[config.mk]
export PLATFORM = sky130hd
export DESIGN_NAME = mod_393_interval_arbiter
export DESIGN_NICKNAME = d
export VERILOG_FILES = /design/src/rtl/mod_393_interval_arbiter.sv
export SDC_FILE = /design/constraint.sdc
export NUM_CORES = 1
export LEC_CHECK = 0
export CAP_MARGIN = 20
export CORE_ASPECT_RATIO = 0.8
export CORE_MARGIN = 4
export CORE_UTILIZATION = 48
export CTS_CLUSTER_DIAMETER = 30
export DETAILED_ROUTE_END_ITERATION = 10
export PLACE_DENSITY_LB_ADDON = 0.3
export SLEW_MARGIN = 20
export SYNTH_ARGS = -nofsm -noshare
export SYNTH_HDL_FRONTEND = slang
export SYNTH_SLANG_ARGS = --single-unit
[constraint.sdc]
create_clock -name CLK -period 1.7 [get_ports CLK]
set_clock_uncertainty 0.15 [all_clocks]
set_input_delay 0.34 -clock CLK [delete_from_list [all_inputs] [get_ports CLK]]
set_output_delay 0.34 -clock CLK [all_outputs]
set_load 0.1 [all_outputs]
[src/rtl/mod_393_interval_arbiter.sv]
// mod_393_interval_arbiter
// Two-requester round-robin arbiter that times each granted interval with
// an external 4-bit 393-type counter section. The arbiter clears the
// counter, clocks it with CCLK (the counter advances on the falling edge),
// and reads the count back on Q until it equals the winner's latched length.
//
// Parameters:
//   HALF   CLK cycles per CCLK phase (1..8)
// Ports:
//   CLK    clock, rising edge
//   CLR    synchronous active-high reset
//   REQ    [1:0] level requests, bit i = requester i
//   LEN0/1 [3:0] interval length in counts, 0 means 16
//   Q      [3:0] counter readback
//   CCLK   counter clock
//   CCLR   counter clear, active high
//   GNT    [1:0] one-hot grant, held for the interval
//   DONE   [1:0] one-cycle completion pulse
//   FAULT  sticky watchdog flag
// Optional feature macro: MOD_393_WATCHDOG_EN (watchdog on missing match).

module mod_393_interval_arbiter #(
    parameter int unsigned HALF = 1
) (
    input  logic       CLK,
    input  logic       CLR,
    input  logic [1:0] REQ,
    input  logic [3:0] LEN0,
    input  logic [3:0] LEN1,
    input  logic [3:0] Q,
    output logic       CCLK,
    output logic       CCLR,
    output logic [1:0] GNT,
    output logic [1:0] DONE,
    output logic       FAULT
);

    typedef enum logic [2:0] {
        S_IDLE,
        S_ARM,
        S_LO,
        S_HI,
        S_FIN
    } state_t;

    localparam int unsigned PW = 3;
    localparam logic [PW-1:0] PH_LAST = PW'(HALF - 1);

`ifdef MOD_393_WATCHDOG_EN
    localparam int unsigned WD_LIMIT = 2 * HALF * 17 + 2;
    localparam int unsigned WDW      = $clog2(WD_LIMIT);
    localparam logic [WDW-1:0] WD_LAST = WDW'(WD_LIMIT - 1);
`endif

    state_t          state_q;
    logic [3:0]      t_q;
    logic            g_q;
    logic            last_q;
    logic [PW-1:0]   ph_q;
    logic            match_q;
    logic            cclk_q;
    logic            cclr_q;
    logic [1:0]      gnt_q;
    logic [1:0]      done_q;

`ifdef MOD_393_WATCHDOG_EN
    logic [WDW-1:0]  wd_q;
    logic            fault_q;
`endif

    logic win;
    logic req_g;
    logic active;
    logic q_match;
    logic hi_match;

    // Round-robin pick: on a tie the requester not served last wins
    assign win      = (REQ == 2'b11) ? ~last_q : REQ[1];
    assign req_g    = REQ[g_q];
    assign active   = (state_q == S_ARM) || (state_q == S_LO) || (state_q == S_HI);
    // Length 0 (=16) matches once the counter wraps back to 0
    assign q_match  = (Q == t_q);
    // Compare result is taken in the first HI cycle only
    assign hi_match = (ph_q == '0) ? q_match : match_q;

    // Control FSM with registered outputs
    always_ff @(posedge CLK) begin
        if (CLR) begin
            state_q <= S_IDLE;
            t_q     <= 4'd0;
            g_q     <= 1'b0;
            last_q  <= 1'b1;
            ph_q    <= '0;
            match_q <= 1'b0;
            cclk_q  <= 1'b1;
            cclr_q  <= 1'b1;
            gnt_q   <= 2'b00;
            done_q  <= 2'b00;
`ifdef MOD_393_WATCHDOG_EN
            wd_q    <= '0;
            fault_q <= 1'b0;
`endif
        end else begin
            done_q <= 2'b00;
            if (active && !req_g) begin
                // Granted requester withdrew: abandon the interval silently
                state_q <= S_IDLE;
                gnt_q   <= 2'b00;
                cclr_q  <= 1'b1;
                cclk_q  <= 1'b1;
                ph_q    <= '0;
            end else begin
                case (state_q)
                    S_IDLE: begin
                        cclk_q <= 1'b1;
                        cclr_q <= 1'b1;
                        gnt_q  <= 2'b00;
                        if (REQ != 2'b00) begin
                            g_q     <= win;
                            last_q  <= win;
                            t_q     <= win ? LEN1 : LEN0;
                            gnt_q   <= win ? 2'b10 : 2'b01;
                            cclr_q  <= 1'b0;
                            state_q <= S_ARM;
`ifdef MOD_393_WATCHDOG_EN
                            wd_q    <= '0;
`endif
                        end
                    end
                    S_ARM: begin
                        state_q <= S_LO;
                        cclk_q  <= 1'b0;
                        ph_q    <= '0;
                    end
                    S_LO: begin
                        if (ph_q == PH_LAST) begin
                            state_q <= S_HI;
                            cclk_q  <= 1'b1;
                            ph_q    <= '0;
                        end else begin
                            ph_q <= ph_q + PW'(1);
                        end
                    end
                    S_HI: begin
                        if (ph_q == '0) begin
                            match_q <= q_match;
                        end
                        if (ph_q == PH_LAST) begin
                            ph_q <= '0;
                            if (hi_match) begin
                                state_q <= S_FIN;
                                done_q  <= g_q ? 2'b10 : 2'b01;
                                gnt_q   <= 2'b00;
                                cclr_q  <= 1'b1;
                            end else begin
                                state_q <= S_LO;
                                cclk_q  <= 1'b0;
                            end
                        end else begin
                            ph_q <= ph_q + PW'(1);
                        end
                    end
                    S_FIN: begin
                        state_q <= S_IDLE;
                    end
                    default: begin
                        state_q <= S_IDLE;
                    end
                endcase
            end
`ifdef MOD_393_WATCHDOG_EN
            // Counter never matched in time: flag it and drop the interval
            if (active) begin
                wd_q <= wd_q + WDW'(1);
                if (wd_q == WD_LAST) begin
                    fault_q <= 1'b1;
                    state_q <= S_IDLE;
                    gnt_q   <= 2'b00;
                    cclr_q  <= 1'b1;
                    cclk_q  <= 1'b1;
                    done_q  <= 2'b00;
                    ph_q    <= '0;
                end
            end
`endif
        end
    end

    assign CCLK = cclk_q;
    assign CCLR = cclr_q;
    assign GNT  = gnt_q;
    assign DONE = done_q;

`ifdef MOD_393_WATCHDOG_EN
    assign FAULT = fault_q;
`else
    assign FAULT = 1'b0;
`endif

endmodule

### Word level (Yosys, flattened, before mapping)

Cells that the tools add are included.

* equal/unequal tests: 10
* order comparisons: 1
* reductions and logical operators: 18
* mux-type cells: 26
* bitwise operators: 5
* $add $sub $neg: 1

Operator list (number)
* two-way mux 3 bit: 5
* one-hot mux 3 bit (4 select lines): 1
* two-way mux 1 bit: 10
* two-way mux 2 bit: 5
* AND reduction 3 bit: 3
* == test 3 x 2 -> 1 bit (second input constant): 2
* logical NOT 3 bit: 2
* inequality test 2 bit (second input constant): 3
* one-hot mux 3 bit (2 select lines): 1
* nonzero test 2 bit: 3
* NOT 1 bit: 5
* OR reduction 5 bit: 1
* == test 4 bit: 1
* two-way mux 4 bit: 1
* inequality test 2 x 1 -> 1 bit (second input constant): 2
* one-hot mux 1 bit (4 select lines): 1
* one-hot mux 2 bit (2 select lines): 1
* AND reduction 4 bit: 1
* nonzero test 4 bit: 1
* OR reduction 2 bit: 2
* adder 3 x 1 -> 3 bit (second input constant): 1
* == test 3 x 1 -> 1 bit (second input constant): 1
* == test 2 bit (second input constant): 1
* logical OR 1 bit: 2
* 5 further kinds: 5

* input bits: 16
* flip-flop bits (word level): 19
* logic and storage cells: 71
* output and inout port bits: 7

### Longest topological paths before layout

Gate-level depths: netlist (run 1).

* depth after elaboration: 6
* mapped depth: 6
* mapped depth without buffers: 6

### Worst setup path before layout (run 1)

Ideal clock, no wire load.

* path type: reg2reg
* from: register, netlist name GNT[1]
* to: register gnt_q[1], in the netlist GNT[1]
* stages on the path, launching flop included: 3
* clock period less this slack: 1514 ps
* path slack: 186 ps
* required time: 1480 ps
* arrival: 1293 ps
* buffers on the path: 0
* library setup time: 70 ps
* cells stage by stage: dfxtp_1 nor3b_1 o2bb2ai_1

RTL lines
* end signal: assignment: RTL line 122 `gnt_q <= win ? 2'b10 : 2'b01;`
* end: declaration: RTL line 63 `logic [1:0] gnt_q;`

### Worst setup path in the final report (run 1)

* from: input port Q[1]
* to: register gnt_q[0], in the netlist GNT[0]

* word-level cells in the longest chain between the ends: 4

Ends and longest elaborated chain
* start: declaration: RTL line 30 `input logic [3:0] Q,`
* == test 4 bit: RTL line 82 `assign q_match = (Q == t_q);`
* two-way mux 1 bit
* inequality test 2 bit (no line)
* AND reduction 3 bit (no line)

Every way passes these cells.
A chain may end at the register's enable or synchronous reset.

==> summary.txt, run 1 <==
Port Buffer Count = 21
Hold Buf Count CTS = 0
DRT iter0 DRCs = 9
Via Count = 801
synthesized area per cell = 9.795 um^2
Die H = 48.20 um
Vias/cell = 5.270
Yosys cell types = 40
fmax = 619.3 MHz
ys flop type = dfxtp_1
dpl hpwl = 1638 um
Post-synth EDFFs = 0
Pwr Total = 1.199 mW
layout cells sized above 1 = 32.81%
min cycle time layout = 1615 ps
vias in the first global route = 833
Initial Utilization = 51.26%
Remaining DRCs = 0
slowest CP cell = clkdlybuf4s50_1
H-tree levels = 1
crit path max fanout = 3
Root Driver = clkbuf_4
clock-pin slew of the registers on the worst-case setup and hold paths = 110 ps
Synth area leader = dfxtp_1
Final period util = 94.98%
number of CTS-inserted buffers = 3
CTS tree = built
clk buf depth = 2
Critical Path AT = 1660 ps
Util after Layout = 71.43%
Leak = 0.5299 nW
final non-filler cell total = 152
grt ovf = 0
core area = 1892 um^2
critical path capture point type = register
Largest stage delay, worst path = 410 ps
Cell Rows = 14
Final nets = 147
CP Class = input pin to register
Hold WC Path Type = register to register
warnings from Yosys = 0
Routed WL = 2075 um
outcome = complete, no violations
critical path required time = 1750 ps
startpoint type of the worst setup path = input pin
top cell type's share of synthesized area = 37.16%
antenna fix cells = 0
Cells after Synth = 99
Final Setup Violations = 0
placed cells = 147
Overall Global Routing Usage = 17.02%
first-pass GRT wire length = 3574 um
ANT nets after route = 0
Synth async-reset ratio = 0%
Cell Chain, Critical Path = clkdlybuf4s50_1 -> xor2_1 -> nor4_4 -> buf_4 -> a21oi_2 -> a32o_1
Syn Nets = 117
IO Pins = 23
Final Max Slew Viols = 0
Die Width = 58.25 um
sequential fraction of the synthesis area = 37.16%
CP top delay family = buffers and inverters
worst path bufs/invs = 2
DR pass1 iterations = 4
die area = 2808 um^2
antenna violations before repair = 0
GP Congestion = 0.8224
clock sink count = 18
area grow syn2layout = 39.36%
pin count of the biggest net entering global routing = 12
Power Dens Cells = 887.3 nW/um^2
number of fill cells = 149
DR WL/cell = 13.65 um
Post-Syn Area = 969.7 um^2
setup repair after global routing missed its margin = true
max capacitance violation total = 0
ranking of synthesized cells by area = dfxtp_1, a211oi_2, mux2i_1, xor2_1, nor3_1
Final Hold Viols = 0
VDD IR-drop max = 0.6978 mV
worst skew pair latency = 300 ps
FF+latch count, synth = 18
## layer usage
metal / share of wire [%] / GRT usage (%) / routed length, um
met4: 0.72 / 2.778 / 15
met3: 5.1 / 6.085 / 106
met5: 0 / 0 / 0
met2: 46 / 32.21 / 963
met1: 48 / 19.30 / 988
## cells in the mapped netlist, types with 2 or more instances
| master | n |
|---|---|
| buf_6 | 2 |
| nor2b_1 | 3 |
| xor2_1 | 4 |
| nor3_1 | 6 |
| a21oi_1 | 5 |
| mux2i_1 | 4 |
| ha_1 | 2 |
| a22oi_1 | 2 |
| nor2_2 | 4 |
| nand2b_1 | 2 |
| dfxtp_1 | 18 |
| and3_2 | 2 |
| a211oi_2 | 4 |
| nand2_1 | 4 |
| nor2_1 | 7 |
| inv_1 | 3 |
| o21bai_2 | 2 |
| o21ai_0 | 3 |
## tightest hold or removal path, stage by stage (launching register included)
cell	delay [ps]
dfxtp_1	340
nand2_1	60
a21oi_1	50
## where the power goes
| group | switching [mW] | internal (mW) | total (mW) |
|---|---|---|---|
| Sequential | 0.0478 | 0.460 | 0.508 |
| Combinational | 0.233 | 0.191 | 0.424 |
| Clock | 0.136 | 0.131 | 0.267 |
| Total | 0.417 | 0.782 | 1.20 |
## area by class of cell
cell class | instances | area, um^2 | area share (%)
well taps | 24 | 30.03 | 2.222
multi-input cells | 72 | 553.0 | 40.93
inverters | 3 | 11.26 | 0.8333
flip-flops and latches | 18 | 360.3 | 26.67
clock buffers | 4 | 36.28 | 2.685
repair buffers | 31 | 360.3 | 26.67
## metrics by stage
step	setup TNS (ps)	instance area [um^2]	setup WS (ps)	hold WS [ps]
final	0	1351	85.35	336.0
after global routing	-8.448	1351	-8.448	364.2
after CTS	0	1328	65.24	337.6
after detailed placement	-2611	1291	-258.5	319.0
after global placement	-1764	1291	-183.0	304.7
after floorplan	0	969.7	186.4	280.8
## repair_timing
action,4_1_cts,5_1_grt
setup endpoints to repair,0,4
setup buffers,0,1
gates resized for setup,0,4
## registers in the layout, indices dropped and copies added, names as in the netlist
register	flops
ph_q	3
last_q	1
CCLK	1
GNT	2
CCLR	1
DONE	2
t_q	4
g_q	1
state_q	3
## cells in the final DEF (no fill, tap or decap), types with 3 or more instances in the layout
| cell type | n |
|---|---|
| dfxtp_1 | 18 |
| xor2_1 | 3 |
| buf_4 | 9 |
| mux2i_1 | 4 |
| inv_1 | 3 |
| nand2_1 | 4 |
| nor2_1 | 7 |
| clkbuf_4 | 3 |
| o21ai_0 | 3 |
| buf_12 | 7 |
| a211oi_2 | 4 |
| clkdlybuf4s50_1 | 14 |
| nor2_2 | 4 |
| a21oi_1 | 4 |
| nor3_1 | 6 |
## final timing paths
check	start	cells past startpoint	to	slack, ps
worst min register to register	ph_q[0]	2	ph_q[0]	340
worst min-delay path	ph_q[0]	2	ph_q[0]	340
worst max-delay path	Q[1]	6	GNT[0]	90
worst max register to register	ph_q[0]	7	ph_q[2]	90
## cells by family (layout without fill, tap and decap cells)
logic type | after synthesis | count (layout) | synth area share [%]
buffers and inverters | 9 | 38 | 7.225
DFF | 18 | 18 | 37.16
muxes | 5 | 5 | 5.290
and+or+nand+nor | 38 | 38 | 24.39
xor gates and xnor gates | 4 | 4 | 3.613
AOI/OAI and AO/OA | 22 | 22 | 19.35
adders and majority gates | 2 | 2 | 2.580
other | 1 | 1 | 0.3867
Note: power is estimated with default switching activity, not from simulation.
==> inputs of run 2 (changes only) <==
Settings changed: ABC_CLOCK_PERIOD_IN_PS from default to 1700, CORE_ASPECT_RATIO 0.8 to default, CORE_UTILIZATION 48 to 39.
==> run 2 against run 1 <==
  * Critical path depth is 1 lower
  * Critical endpoint is now DONE[0]
  * Clock power about the same
  * Final area fell by 1.4%
  * Combinational power fell by 4%
  * Maximum frequency is essentially flat
  * Global-route usage down 3.3 points
  * Via count rose by 0.50%
  * Count of clock-buffer cells in the layout unchanged
  * First-iteration DRC count unchanged
==> summary.txt, run 2 (synthesis results as in run 1) <==
Root Driver = clkbuf_4
layout cells sized above 1 = 32.03% (-0.78 points)
Final Setup Violations = 0 (unchanged)
number of CTS-inserted buffers = 3 (unchanged)
max reg flops = 4 (unchanged)
worst skew pair latency = 290 ps (about the same)
startpoint type of the worst setup path = input pin
commonest non-fill, non-tap cell in the layout = dfxtp_1
Setup WS post-layout = 84.01 ps (-1.337 ps)
grt ovf = 0 (unchanged)
Hold WC Path Type = register to register
first-pass GRT wire length = 3560 um (-0.39%)
DR pass1 iterations = 4 (unchanged)
post-CTS setup buffer count = 0 (unchanged)
VDD IR-drop max = 0.4933 mV (-29%)
largest registers = t_q (4), ph_q (3), state_q (3)
Initial Utilization = 42.21% (-9.0 points)
Routed WL = 2054 um (-1.0%)
Overall Global Routing Usage = 13.68% (-3.3 points)
fmax = 618.8 MHz (about the same)
ANT nets after route = 0 (unchanged)
Largest Register = t_q
Cell Rows = 17 (+3)
antenna violations before repair = 0 (unchanged)
Hold Buf Count CTS = 0 (unchanged)
Via Count = 805 (+0.50%)
clock-pin slew of the registers on the worst-case setup and hold paths = 100 ps (about the same)
worst r2r src = ph_q[0]
outcome = complete, no violations
Pwr Total = 1.180 mW (-1.6%)
max capacitance violation total = 0 (unchanged)
Final Hold Viols = 0 (unchanged)
dpl hpwl = 1597 um (-2.5%)
setup repair after global routing missed its margin = true
Remaining DRCs = 0 (unchanged)
min cycle time layout = 1616 ps (+1.337 ps)
IO Pins = 23 (unchanged)
placed cells = 152 (+3.4%)
Power Dens Cells = 885.3 nW/um^2 (-0.23%)
DR WL/cell = 13.17 um (-3.6%)
pre-CTS setup slack = -233.3 ps (+25.17 ps)
Die Width = 57.87 um (-0.66%)
Vias/cell = 5.160 (-2.1%)
vias in the first global route = 828 (-0.60%)
Setup crit end = DONE[0]
critical path capture point type = register
antenna fix cells = 0 (unchanged)
Largest stage delay, worst path = 420 ps (about the same)
Cell Chain, Critical Path = clkdlybuf4s50_1 -> xor2_1 -> nor4_4 -> nand2_1 -> nor3_1
most frequent cells in the layout = dfxtp_1, clkdlybuf4s50_1, buf_4
CTS tree = built
R2R Setup Slk = 160 ps (+70 ps)
reg2reg end = state_q[1]
slowest CP cell = clkdlybuf4s50_1
pin count of the biggest net entering global routing = 12 (unchanged)
area grow syn2layout = 37.42%
crit path from = Q[2]
core area = 2297 um^2 (+21%)
DRT iter0 DRCs = 9 (unchanged)
Final nets = 147 (unchanged)
critical path required time = 1760 ps (about the same)
die area = 3348 um^2 (+19%)
clk buf depth = 2 (unchanged)
Port Buffer Count = 21 (unchanged)
crit path max fanout = 5 (+2)
worst r2r path cells = 6 (-1)
Die H = 57.87 um (+20%)
H-tree levels = 1 (unchanged)
Leak = 0.5152 nW (-2.8%)
GP Congestion = 0.8169 (-0.67%)
WHS = 325.6 ps (-10.41 ps)
Critical Path AT = 1680 ps (+20 ps)
clock sink count = 18 (unchanged)
CP Class = input pin to register
post-route setup TNS = 0 ps (unchanged)
final non-filler cell total = 156 (+2.6%)
Final period util = 95.06% (about the same)
Final Max Slew Viols = 0 (unchanged)
run 2: repair_timing:
item                       4_1_cts  5_1_grt
resized for setup                0        2
hold endpoints to repair         0        0
setup endpoints to repair        0        4
run 2: layout make-up:
| cell class | count | area, um^2 |
|---|---|---|
| clock buffers | 4 | 36.28 |
| well taps | 28 | 35.03 |
| repair buffers | 31 | 345.3 |
| flip-flops and latches | 18 | 360.3 |
| fillers | 206 | 964.7 |
| multi-input cells | 72 | 544.3 |
| inverters | 3 | 11.26 |
run 2: power by group:
group / switching [mW] / total, mW / leakage [nW] / internal (mW)
sequential: 0.0461 / 0.506 / 0.148 / 0.460
clock: 0.134 / 0.265 / 0.0210 / 0.131
combinational: 0.225 / 0.409 / 0.346 / 0.184
run 2: metrics by stage:
step	util, %	instance area, um^2
floorplan	-	969.7
global placement	56.21	1291
detailed placement	56.21	1291
CTS	57.79	1328
global route	58.01	1333
finish	58.01	1333
run 2: worst min path at each step:
stage / slack, ps / end / start / depth (start not counted)
finish: 330 / ph_q[0] / ph_q[0] / 2
global route: 380 / DONE[0] / g_q / 1
CTS: 330 / ph_q[0] / ph_q[0] / 2
detailed placement: 310 / ph_q[0] / ph_q[0] / 2
global placement: 300 / ph_q[0] / ph_q[0] / 2
floorplan: 280 / DONE[0] / g_q / 1
run 2: per-layer routing:
layer / vias to the layer above / routed length, um / track usage [%] / part of all wire, %
li1: 407 / - / - / -
met1: 382 / 888 / 15.30 / 43
met2: 14 / 1066 / 24.03 / 52
met3: 2 / 77 / 4.454 / 3.7
met4: 0 / 23 / 4.967 / 1.1
met5: - / 0 / 0 / 0
run 2: critical path: cells and delay by family:
| family | cells | cell delay (ps) |
|---|---|---|
| XOR/XNOR | 1 | 170 |
| AND/OR/NAND/NOR | 3 | 740 |
| buffers and inverters | 1 | 420 |
==> inputs of run 3 (changes only) <==
Settings changed: ABC_CLOCK_PERIOD_IN_PS 1700 to default, CORE_UTILIZATION 39 to 48.
==> run 3 against run 2 <==
  * Sequential cell count did not move
  * Largest cell class unchanged
  * Maximum frequency is 1.8% lower
  * Die area shrank 16%
  * Combinational power increased by 3%
  * Critical path type unchanged
  * Highest routed layer unchanged
  * Sequential share of layout area is 0.18 points higher
  * Clock power about the same
  * Count of clock-buffer cells in the layout unchanged
  * Critical endpoint is now GNT[0]
  * Register-to-register slack got worse by 60 ps
  * Critical path depth unchanged
==> summary.txt, run 3 (synthesis results as in run 1) <==
min cycle time layout = 1646 ps (+29.58 ps)
VDD IR-drop max = 0.6882 mV (+40%)
post-route setup TNS = 0 ps (unchanged)
Routed WL = 2445 um (+19%)
die area = 2803 um^2 (-16%)
ANT nets after route = 0 (unchanged)
Final Max Slew Viols = 0 (unchanged)
Multi-input gate area = 539.3 um^2 (-0.92%)
worst r2r src = ph_q[0]
Hold Buf Count CTS = 0 (unchanged)
pin count of the biggest net entering global routing = 12 (unchanged)
number of fill cells = 140 (-32%)
DR pass1 iterations = 4 (unchanged)
area grow syn2layout = 36.52%
Util after Layout = 72.71% (+15 points)
largest registers = t_q (4), ph_q (3), state_q (3)
layout cells sized above 1 = 30.47% (-1.6 points)
worst skew pair latency = 290 ps (about the same)
Cell Rows = 15 (-2)
Cell Chain, Critical Path = clkdlybuf4s50_1 -> xor2_1 -> nor4_4 -> a21oi_1 -> a32o_1
IO Pins = 23 (unchanged)
commonest non-fill, non-tap cell in the layout = dfxtp_1
startpoint type of the worst setup path = input pin
critical path capture point type = register
Design Area, Final = 1324 um^2 (-0.66%)
Largest stage delay, worst path = 410 ps (about the same)
fmax = 607.7 MHz (-1.8%)
Via Count = 858 (+6.6%)
Port Buffer Count = 21 (unchanged)
clock sink count = 18 (unchanged)
FF+latch area = 360.3 um^2 (unchanged)
WHS = 331.8 ps (+6.248 ps)
Leak = 0.5132 nW (-0.38%)
max capacitance violation total = 0 (unchanged)
setup repair after global routing missed its margin = false
Final Setup Violations = 0 (unchanged)
Remaining DRCs = 0 (unchanged)
pre-CTS setup slack = -248.2 ps (-14.90 ps)
placed cells = 149 (-2.0%)
outcome = complete, no violations
most frequent cells in the layout = dfxtp_1, clkdlybuf4s50_1, buf_4
Final period util = 96.80% (+1.7 points)
crit path max fanout = 4 (-1)
Largest Register = t_q
Overall Global Routing Usage = 20.67% (+7.0 points)
Critical Path AT = 1690 ps (about the same)
clock-pin slew of the registers on the worst-case setup and hold paths = 100 ps (about the same)
clk buf depth = 2 (unchanged)
dpl hpwl = 1862 um (+17%)
Setup WS post-layout = 54.43 ps (-29.58 ps)
CP Class = input pin to register
crit path from = Q[2]
slowest CP cell = clkdlybuf4s50_1
Hold WC Path Type = register to register
Vias/cell = 5.608 (+8.7%)
number of CTS-inserted buffers = 3 (unchanged)
post_cts resized = 0 (unchanged)
Pwr Total = 1.200 mW (+1.7%)
Die H = 52.95 um (-8.5%)
Initial Utilization = 53.26% (+11 points)
max reg flops = 4 (unchanged)
DR WL/cell = 15.98 um (+21%)
Root Driver = clkbuf_4
DRT iter0 DRCs = 31 (+22)
CTS tree = built
first-pass GRT wire length = 4071 um (+14%)
GP Congestion = 0.7754 (-5.1%)
grt ovf = 0 (unchanged)
Die Width = 52.95 um (-8.5%)
post-CTS setup buffer count = 0 (unchanged)
hold_sp = ph_q[0]
H-tree levels = 1 (unchanged)
critical path required time = 1750 ps (about the same)
vias in the first global route = 881 (+6.4%)
core area = 1821 um^2 (-21%)
final non-filler cell total = 153 (-1.9%)
Post-DP Area = 1287 um^2 (-0.29%)
antenna fix cells = 0 (unchanged)
Final Hold Viols = 0 (unchanged)
Power Dens Cells = 906.3 nW/um^2 (+2.4%)
Final nets = 147 (unchanged)
antenna violations before repair = 0 (unchanged)
-- run 3: changes by cell type in the layout (fill, tap and decap cells not counted) --
cell | previous run | this run
nor2b_2 | 1 | 0
nor2_2 | 5 | 4
nor2_1 | 6 | 7
nor2b_1 | 2 | 3
-- run 3: path summary, 6_finish.rpt --
path / endpoint / slack, ps / cells past startpoint
hold reg to reg: ph_q[0] / 330 / 2
setup / recovery: GNT[0] / 50 / 5
setup reg to reg: CCLK / 100 / 6
hold / removal: ph_q[0] / 330 / 2
-- run 3: power by group --
part | leakage, nW | internal, mW | switching (mW)
sequential | 0.148 | 0.460 | 0.0506
clock | 0.0210 | 0.131 | 0.137
combinational | 0.345 | 0.185 | 0.237
total | 0.513 | 0.776 | 0.424
-- run 3: cell type report --
type                       instances  share of cell area (%)
tap                               25                   2.363
multi-input combinational         72                   40.74
sequential                        18                   27.22
timing repair buffer              31                   26.09
clock buffer                       4                   2.741
inverter                           3                  0.8507
-- run 3: routing by layer --
metal,GRT usage (%),up-vias,wire (um)
li1,-,405,-
met1,23.71,402,966
met2,35.12,43,1258
met3,4.789,8,162
met4,11.06,0,57
met5,0,-,0
-- run 3: worst max-delay path: cells and delay by family --
| kind | cells | cell delay [ps] |
|---|---|---|
| buffers and inverters | 1 | 410 |
| AOI/OAI and AO/OA | 2 | 400 |
| and+or+nand+nor | 1 | 360 |
| xor gates and xnor gates | 1 | 170 |
